**config.mk**
```make
export PLATFORM = sky130hd
export DESIGN_NAME = branch_resolve_unit
export DESIGN_NICKNAME = d
export VERILOG_FILES = /design/src/rtl/branch_resolve_unit.sv
export SDC_FILE = /design/constraint.sdc
export NUM_CORES = 1
export LEC_CHECK = 0
export ABC_AREA = 0
export CORE_AREA = 3 3 126 128
export CTS_BUF_LIST = sky130_fd_sc_hd__clkbuf_8
export DETAILED_ROUTE_END_ITERATION = 6
export DIE_AREA = 0 0 129 131
export HOLD_SLACK_MARGIN = 0.03
export MAX_ROUTING_LAYER = met4
export PLACE_DENSITY = 0.81
export SLEW_MARGIN = 30
export SYNTH_ARGS = -nofsm -noshare
export SYNTH_HDL_FRONTEND = slang
export SYNTH_SLANG_ARGS = --single-unit
```
**constraint.sdc**
```tcl
create_clock -name clk_i -period 3.4 [get_ports clk_i]
set_input_delay 1.02 -clock clk_i [delete_from_list [all_inputs] [get_ports clk_i]]
set_output_delay 1.02 -clock clk_i [all_outputs]
set_load 0.01 [all_outputs]
```
**src/rtl/branch_resolve_unit.sv**
```systemverilog
// EX-stage branch resolution: comparator signedness, taken decode, mispredict
// redirect with a multi-cycle front-end flush, 2-bit BHT training and statistics.
module branch_resolve_unit #(
   parameter int unsigned n       = 32,
   parameter int unsigned IDX_W   = 4,
   parameter int unsigned FLUSH_C = 2
) (
   input  logic         clk_i,
   input  logic         rst_ni,
   input  logic         ex_valid_i,
   input  logic         ex_is_br_i,
   input  logic         ex_is_jmp_i,
   input  logic [2:0]   ex_funct3_i,
   output logic         br_signed_o,
   input  logic         br_less_i,
   input  logic         br_equal_i,
   input  logic [n-1:0] ex_pc_i,
   input  logic [n-1:0] ex_target_i,
   input  logic         ex_pred_taken_i,
   input  logic [n-1:0] if_pc_i,
   output logic         if_pred_taken_o,
   output logic         redirect_o,
   output logic [n-1:0] redirect_pc_o,
   output logic         flush_o,
   output logic [31:0]  br_cnt_o,
   output logic [31:0]  mispred_cnt_o
);

   localparam int unsigned Entries = 2 ** IDX_W;
   localparam int unsigned FcW     = (FLUSH_C < 2) ? 1 : $clog2(FLUSH_C + 1);

   logic [1:0]     bht_q [Entries];
   logic [FcW-1:0] flush_cnt_q;
   logic           redirect_q;
   logic [n-1:0]   redirect_pc_q;
   logic [31:0]    br_cnt_q;
   logic [31:0]    mispred_cnt_q;

   logic           resolve;
   logic           legal;
   logic           cond_taken;
   logic           br_res;
   logic           jmp_res;
   logic           taken;
   logic           mispred;
   logic [IDX_W-1:0] ex_idx;
   logic [IDX_W-1:0] if_idx;

   assign br_signed_o = ~ex_funct3_i[1];
   assign flush_o     = (flush_cnt_q != '0);

   // funct3 010/011 have no branch meaning and never train or count
   assign legal = (ex_funct3_i[2:1] != 2'b01);

   // Taken decode from comparator flags
   always_comb begin
      cond_taken = 1'b0;
      unique case (ex_funct3_i)
         3'b000:          cond_taken = br_equal_i;
         3'b001:          cond_taken = ~br_equal_i;
         3'b100, 3'b110:  cond_taken = br_less_i;
         3'b101, 3'b111:  cond_taken = ~br_less_i;
         default:         cond_taken = 1'b0;
      endcase
   end

   // Anything arriving while flushing is on the wrong path and is ignored
   assign resolve = ex_valid_i & ~flush_o & (ex_is_br_i | ex_is_jmp_i);
   // A jump flag wins if both are raised
   assign jmp_res = resolve & ex_is_jmp_i;
   assign br_res  = resolve & ex_is_br_i & ~ex_is_jmp_i;

   // Illegal encodings resolve as not taken
   assign taken   = jmp_res | (br_res & legal & cond_taken);
   // Jump targets are only known here, so every jump redirects
   assign mispred = jmp_res | (br_res & (taken != ex_pred_taken_i));

   assign ex_idx = ex_pc_i[IDX_W+1:2];
   assign if_idx = if_pc_i[IDX_W+1:2];

   // Read sees the pre-update value on a same-cycle write
   assign if_pred_taken_o = bht_q[if_idx][1];

   // Redirect pulse, corrected PC and flush down-counter
   always_ff @(posedge clk_i) begin
      if (!rst_ni) begin
         redirect_q    <= 1'b0;
         redirect_pc_q <= '0;
         flush_cnt_q   <= '0;
      end else begin
         redirect_q <= mispred;
         if (mispred) begin
            redirect_pc_q <= taken ? ex_target_i : (ex_pc_i + n'(4));
            flush_cnt_q   <= FcW'(FLUSH_C);
         end else if (flush_cnt_q != '0) begin
            flush_cnt_q <= flush_cnt_q - FcW'(1);
         end
      end
   end

   assign redirect_o    = redirect_q;
   assign redirect_pc_o = redirect_pc_q;

   // Saturating 2-bit BHT training on legal resolved branches
   always_ff @(posedge clk_i) begin
      if (!rst_ni) begin
         for (int i = 0; i < Entries; i++) begin
            bht_q[i] <= 2'b01;
         end
      end else if (br_res && legal) begin
         if (taken) begin
            if (bht_q[ex_idx] != 2'b11) bht_q[ex_idx] <= bht_q[ex_idx] + 2'b01;
         end else begin
            if (bht_q[ex_idx] != 2'b00) bht_q[ex_idx] <= bht_q[ex_idx] - 2'b01;
         end
      end
   end

   // Saturating branch and mispredict statistics
   always_ff @(posedge clk_i) begin
      if (!rst_ni) begin
         br_cnt_q      <= '0;
         mispred_cnt_q <= '0;
      end else begin
         if (br_res && legal && (br_cnt_q != '1)) br_cnt_q <= br_cnt_q + 32'd1;
         if (mispred && (mispred_cnt_q != '1))    mispred_cnt_q <= mispred_cnt_q + 32'd1;
      end
   end

   assign br_cnt_o      = br_cnt_q;
   assign mispred_cnt_o = mispred_cnt_q;

endmodule

```
==> impl_results.md, run 1 <==
* Gr usage total at 25.3%
* Worst-path clk slew at 0.07 ns
* Largest cells by area after synthesis: dfxtp_1 (27%), edfxtp_1 (13%), nand3_1 (5.4%)
* Die height at 131 um
* Overflow left after global routing at 0
* Synth cell types at between 60 and 70
* WL final at 20.6 mm
* Ys async rst share at 0%
* Final GP Congestion at 0.878
* Critical path data arrival time at 3.40 ns
* Logic pwr share at approximately 16%
* PortBufs at 178
* Max_cap viols at 0
* CTS Buf Count at 17
* HPWL after DPL at ~15 mm
* Sw Pwr at 920 uW
* EDFF count, synth at 32
* R2R cell count at 7
* Die width at 129 um
* FP Rows at 45
* WL/cell at about 17 um
* Placeable Area at approximately 15000 um2
* Switching Fraction at 25.8%
* Leak pwr at around 0.0034 uW
* Htree depth at 4
* Net Count, Synth at 940
* Slew @ Worst Pin at 0.714 ns
* Number of synthesized register bits at 131
* Ys flop type: dfxtp_1
* Layout area overhead at 36.8%
* Post-CTS Setup Bufs at 0
* Worst Hold Path EP: redirect_pc_o[18]
* Largest net degree at the start of global routing at 80
* Via count at between 7000 and 8000
* PD cells at roughly 360 nW/um2
* Dominant cell type by area after synthesis: dfxtp_1
* CTS tree: built
* Cells after Synth at 827
* Final cell count without fillers at 1233
* Clk buf depth at 2
* Drt pass-1 iters at 5
* ANT nets after route at 0
* Crit path launch type: input port
* Starting Density at between 40% and 50%
* Worst path max stage delay at roughly 0.48 ns
* Clock power share at roughly 37%
* Initial antenna violation count at 0
* Worst Setup End Kind: register
* Syn Area/Cell at ~9 um2
* Max Transition Viols Final at 0
* Synth warn at 0
* Vias per cell at 5.86
* Root Buffer Master: clkbuf_8
* Final Hold Fails at 0
* CTS Hold Bufs at 0
* Clock Skews at between 0.01 and 0.015 ns
* Vias in the first global route at 6986
* Top Ports at 207
* First-pass GRT wire length at 33.7 mm
* Antenna diode count at 0
* DRT iter0 DRCs at 714
* Peak supply drop at around 240 uV
* Relative max-transition margin at 52.2%
* Synth top area share at 27.0%
* Worst-Skew Late Latency at around 0.45 ns
* Hold Path Depth at 2
* Worst R2R End: mispred_cnt_o[1]
* DP Area at just under 10000 um2
* RSZ-0062 raised after global routing: no
* Reg2reg start: mispred_cnt_o[0]
* Cell Area, Synth at 7340 um2
* Critical path, cell by cell: clkdlybuf4s50_1 > buf_4 > buf_12 > mux4_2 > mux2_2 > nand3_1 > o21ai_1 > o31ai_1
* Share of cells above drive strength 1 at a little under an eighth
* Die ar. at ~17000 um2
* DRC at 0
* Placed cell count at around 1200
* Worst path slowest cell: mux4_2
* HP Start: redirect_pc_o[18]
* Fill count at between 1000 and 1500
* Fin nets at 1145
* Hold slack at 0.471 ns
* Final setup vio count at 0
* Fmax at 304 MHz
* Flop pwr share at 46.5%
* Post-route minimum period at around 3.3 ns
* Pint at 2650 uW
* CP max FO at 8
* Sequential share of the synthesized area at between 40 and 50%
* Post-Layout Inst Area at 10000 um2
* Critical path class: in2reg
* R2r setup slk at 0.95 ns
* Final period util at between 90% and 100%
* Data required time at the worst endpoint at between 3 and 4 ns
* Type of the most critical hold path: reg2reg
* Clk sinks at roughly 130
* Outcome: completed
critical path, delay by kind of cell:
kind	cells	cell delay [ns]
AOI/OAI and AO/OA	2	0.72
buffers and inverters	3	0.76
and+or+nand+nor	1	0.10
muxes	2	0.80
cells by family (layout without fill, tap and decap cells):
group | Yosys count | after routing | share of synthesized area (%)
AO/OA/AOI/OAI | 136 | 136 | 11.9
XOR/XNOR | 59 | 59 | 7.04
adder cells (fa/ha/maj) | 6 | 6 | 1.02
buffers and inverters | 68 | 286 | 4.11
flip-flops | 131 | 131 | 40.1
multiplexers | 32 | 32 | 6.34
AND/OR/NAND/NOR | 395 | 395 | 29.5
layout make-up:
cell class	instances	area, um2	area share, %
clock inverters	14	145	1.45
flip-flops and latches	131	2940	29.3
multi-input cells	628	4110	40.9
repair buffers	236	2290	22.8
well taps	188	235	2.34
inverters	18	67.6	0.673
clock buffers	18	248	2.47
stage by stage:
step	TNS (ns)	utilization (%)	worst slack, ns	total power, uW
detailed placement	-15.54	64.4	-0.758	2270
CTS	0	67.0	0.0239	3600
finish	0	67.0	0.113	3570
global placement	-11.33	64.4	-0.752	2260
floorplan	0	-	0.381	1960
global route	0	67.0	0.0118	3700
Yosys cell counts (17+ instances only):
cell type   n
clkbuf_1   32
nand3_1    79
edfxtp_1   32
dfxtp_1    99
nor4_1     24
inv_1      17
xnor2_1    30
nand2_1    62
xor2_1     29
or3_1      17
a21oi_1    38
and3_1     18
o21ai_0    35
nand4_1    48
nor2_1     65
mux2i_1    17
registers in the layout, summed over array words and instances, names as in the netlist:
register       flops
redirect_pc_o     32
br_cnt_o          32
mispred_cnt_o     32
redirect_o         1
bht_q             32
flush_cnt_q        2
cell usage in the layout (no fill, tap or decap), drive strengths merged, types with 4 or more instances in the layout:
cell type	n
clkbuf	19
o211ai	8
nor3	19
buf	60
or4	12
mux4	11
a21oi	38
ha	6
clkinv	6
and3	18
nor4	27
mux2i	18
nand4	49
o311ai	6
xnor2	30
nand2b	14
xor2	29
edfxtp	32
o41ai	6
nor2	65
dfxtp	99
o21ai	40
nand2	62
o31ai	16
a31oi	5
or3	17
inv	20
nand3	79
clkdlybuf4s50	174
or2	4
and4	14
power groups by stage:
stage / sequential (uW) / combinational (uW) / clock, uW
floorplan: 1700 / 252 / 0
global placement: 1690 / 566 / 0
detailed placement: 1690 / 574 / 0
CTS: 1660 / 576 / 1360
global route: 1660 / 624 / 1410
finish: 1660 / 576 / 1330
routing by layer:
layer	routed length (um)	track usage, %
met5	0	-
met4	274	7.41
met3	1440	5.98
met2	10100	41.5
met1	8870	31.4
timing repair:
item                                    in CTS  in global routing
cloned                                       0                  0
hold endpoints to repair                     0                  0
endpoints found under the setup margin       1                  3
gates resized for setup                      8                  3
worst max-delay path by stage:
stage,from,endpoint,slack [ns],cells after the start
6_report,ex_pc_i[2],bht_q[7][0],0.11,8
5_1_grt,ex_pc_i[2],bht_q[5][1],0.01,8
4_1_cts,if_pc_i[2],if_pred_taken_o,0.02,4
3_5_place_dp,if_pc_i[2],if_pred_taken_o,-0.76,4
3_3_place_gp,if_pc_i[2],if_pred_taken_o,-0.75,4
2_1_floorplan,ex_pc_i[2],bht_q[11][0],0.38,8
(Power assumes the default switching activity.)
==> inputs of run 2 (changes only) <==
Settings changed: CTS_CLUSTER_DIAMETER from default to 200, MAX_ROUTING_LAYER met4 to default.
==> run 2 against run 1 <==
Sequential share of layout area unchanged. Non-clock buffer count unchanged. Hold slack worse by 0.0017 ns. Largest power group unchanged.
==> impl_results.md, run 2 (same netlist as run 1, synthesis figures left out) <==
* Worst-path clk slew at 0.07 ns (about the same)
* Outcome: completed
* Leak pwr at 0.00336 uW (unchanged)
* Max_cap viols at 0 (unchanged)
* Drt pass-1 iters at 5 (unchanged)
* Post-Layout Inst Area at 10000 um2 (unchanged)
* Data required time at the worst endpoint at 3.51 ns (about the same)
* Fill count at 1212 (unchanged)
* Layout area overhead at 36.8% (unchanged)
* Pint at 2650 uW (about the same)
* Relative max-transition margin at 52.2% (about the same)
* Placeable Area at 15000 um2 (unchanged)
* CTS tree: built
* Worst R2R End: mispred_cnt_o[21]
* Via count at 7237 (+0.24%)
* Sw Pwr at 924 uW (+0.46%)
* Most frequent cells in the layout: clkdlybuf4s50_1 (174), dfxtp_1 (99), nand3_1 (79)
* Vias in the first global route at 6968 (-0.26%)
* WL/cell at 16.8 um (+0.22%)
* WL final at 20.7 mm (+0.22%)
* First-pass GRT wire length at 33.8 mm (+0.16%)
* Final GP Congestion at 0.864 (-1.6%)
* Max Transition Viols Final at 0 (unchanged)
* CTS Hold Bufs at 0 (unchanged)
* Die width at 129 um (unchanged)
* Share of cells above drive strength 1 at 12.0% (unchanged)
* Final period util at 96.6% (about the same)
* DRC at 0 (unchanged)
* HP Start: redirect_pc_o[15]
* Post-CTS Setup Bufs at 0 (unchanged)
* Fin nets at 1145 (unchanged)
* Initial antenna violation count at 0 (unchanged)
* Worst-Skew Late Latency at 0.45 ns (about the same)
* Type of the most critical hold path: reg2reg
* Die height at 131 um (unchanged)
* Reg2reg start: mispred_cnt_o[0]
* Final Hold Fails at 0 (unchanged)
* Starting Density at 49.0% (unchanged)
* CTS Buf Count at 17 (unchanged)
* Logic pwr share at 16.2% (about the same)
* Clk sinks at 131 (unchanged)
* Htree depth at 4 (unchanged)
* HPWL after DPL at 15.4 mm (unchanged)
* FP Rows at 45 (unchanged)
* Fmax at 304 MHz (about the same)
* Hold Path Depth at 2 (unchanged)
* Largest net degree at the start of global routing at 80 (unchanged)
* Worst Hold Path EP: redirect_pc_o[15]
* Overflow left after global routing at 0 (unchanged)
* Flop pwr share at 46.5% (about the same)
* Seq. cell area at 2940 um2 (unchanged)
* ANT nets after route at 0 (unchanged)
* Most common cell after layout, fill and taps aside: clkdlybuf4s50_1
* PD cells at 356 nW/um2 (+0.12%)
* Clock Skews at 0.00861 ns (-0.00431 ns)
* Root Buffer Master: clkbuf_8
* Final setup vio count at 0 (unchanged)
* Critical path data arrival time at 3.40 ns (about the same)
* Gates resized, CTS repair at 8 (unchanged)
* Multi-input gate area at 4110 um2 (unchanged)
* Post-route minimum period at 3.29 ns (-0.00128 ns)
* Critical path class: in2reg
* Top Ports at 207 (unchanged)
* R2R cell count at 7 (unchanged)
* DP Area at 9650 um2 (unchanged)
* RSZ-0062 raised after global routing: no
* R2r setup slk at 0.94 ns (about the same)
* PortBufs at 178 (unchanged)
* Vias per cell at 5.87 (+0.24%)
* Clk buf depth at 2 (unchanged)
* Worst Setup End Kind: register
* DRT iter0 DRCs at 669 (-6.3%)
* CP max FO at 8 (unchanged)
* Die ar. at 16900 um2 (unchanged)
* Switching Fraction at 25.9% (+0.088 points)
* Slew @ Worst Pin at 0.714 ns (+0.0000414 ns)
* Gr usage total at 24.6% (-0.76 points)
* Antenna diode count at 0 (unchanged)
* Crit path launch type: input port
* Peak supply drop at 240 uV (-0.80%)
* Clock power share at 37.4% (about the same)
* Hold slack at 0.470 ns (-0.00172 ns)
==> run 2: worst max-delay path: stages <==
cell,delay (ns)
clkdlybuf4s50_1,0.45
buf_4,0.18
buf_12,0.13
mux4_2,0.48
mux2_2,0.32
nand3_1,0.10
o21ai_1,0.25
o31ai_1,0.47
==> run 2: final cells by class <==
type | instances | area share [%]
clock buffer | 18 | 2.47
clock inverter | 14 | 1.45
inverter | 18 | 0.673
multi-input combinational | 628 | 40.9
sequential | 131 | 29.3
tap | 188 | 2.34
timing repair buffer | 236 | 22.8
==> run 2: power groups by stage <==
stage | logic [uW] | clock network, uW | registers [uW]
after floorplan | 252 | 0 | 1700
after global placement | 566 | 0 | 1690
after detailed placement | 574 | 0 | 1690
after CTS | 576 | 1360 | 1660
after global routing | 624 | 1410 | 1660
final | 577 | 1340 | 1660
==> run 2: per-stage QoR <==
step	util (%)	total power (uW)	cells	worst slack [ns]	TNS (ns)
final	67.0	3570	1233	0.114	0
after global routing	67.0	3700	1233	0.0118	0
after CTS	67.0	3600	1233	0.0239	0
after detailed placement	64.4	2270	1201	-0.758	-15.54
after global placement	64.4	2260	1201	-0.752	-11.33
after floorplan	-	1960	827	0.381	0
==> run 2: worst max path at each step <==
| stage | cells past startpoint | startpoint | slack (ns) | to |
|---|---|---|---|---|
| final | 8 | ex_pc_i[2] | 0.11 | bht_q[15][0] |
| after floorplan | 8 | ex_pc_i[2] | 0.38 | bht_q[11][0] |
| after global placement | 4 | if_pc_i[2] | -0.75 | if_pred_taken_o |
| after CTS | 4 | if_pc_i[2] | 0.02 | if_pred_taken_o |
| after global routing | 8 | ex_pc_i[2] | 0.01 | bht_q[5][1] |
| after detailed placement | 4 | if_pc_i[2] | -0.76 | if_pred_taken_o |
==> run 2: layer usage <==
metal	global-route usage, %	routed length (um)	vias up
li1	-	-	3527
met2	41.6	10000	254
met1	30.8	8830	3431
met3	6.75	1520	25
met4	7.41	315	0
met5	0	0	-
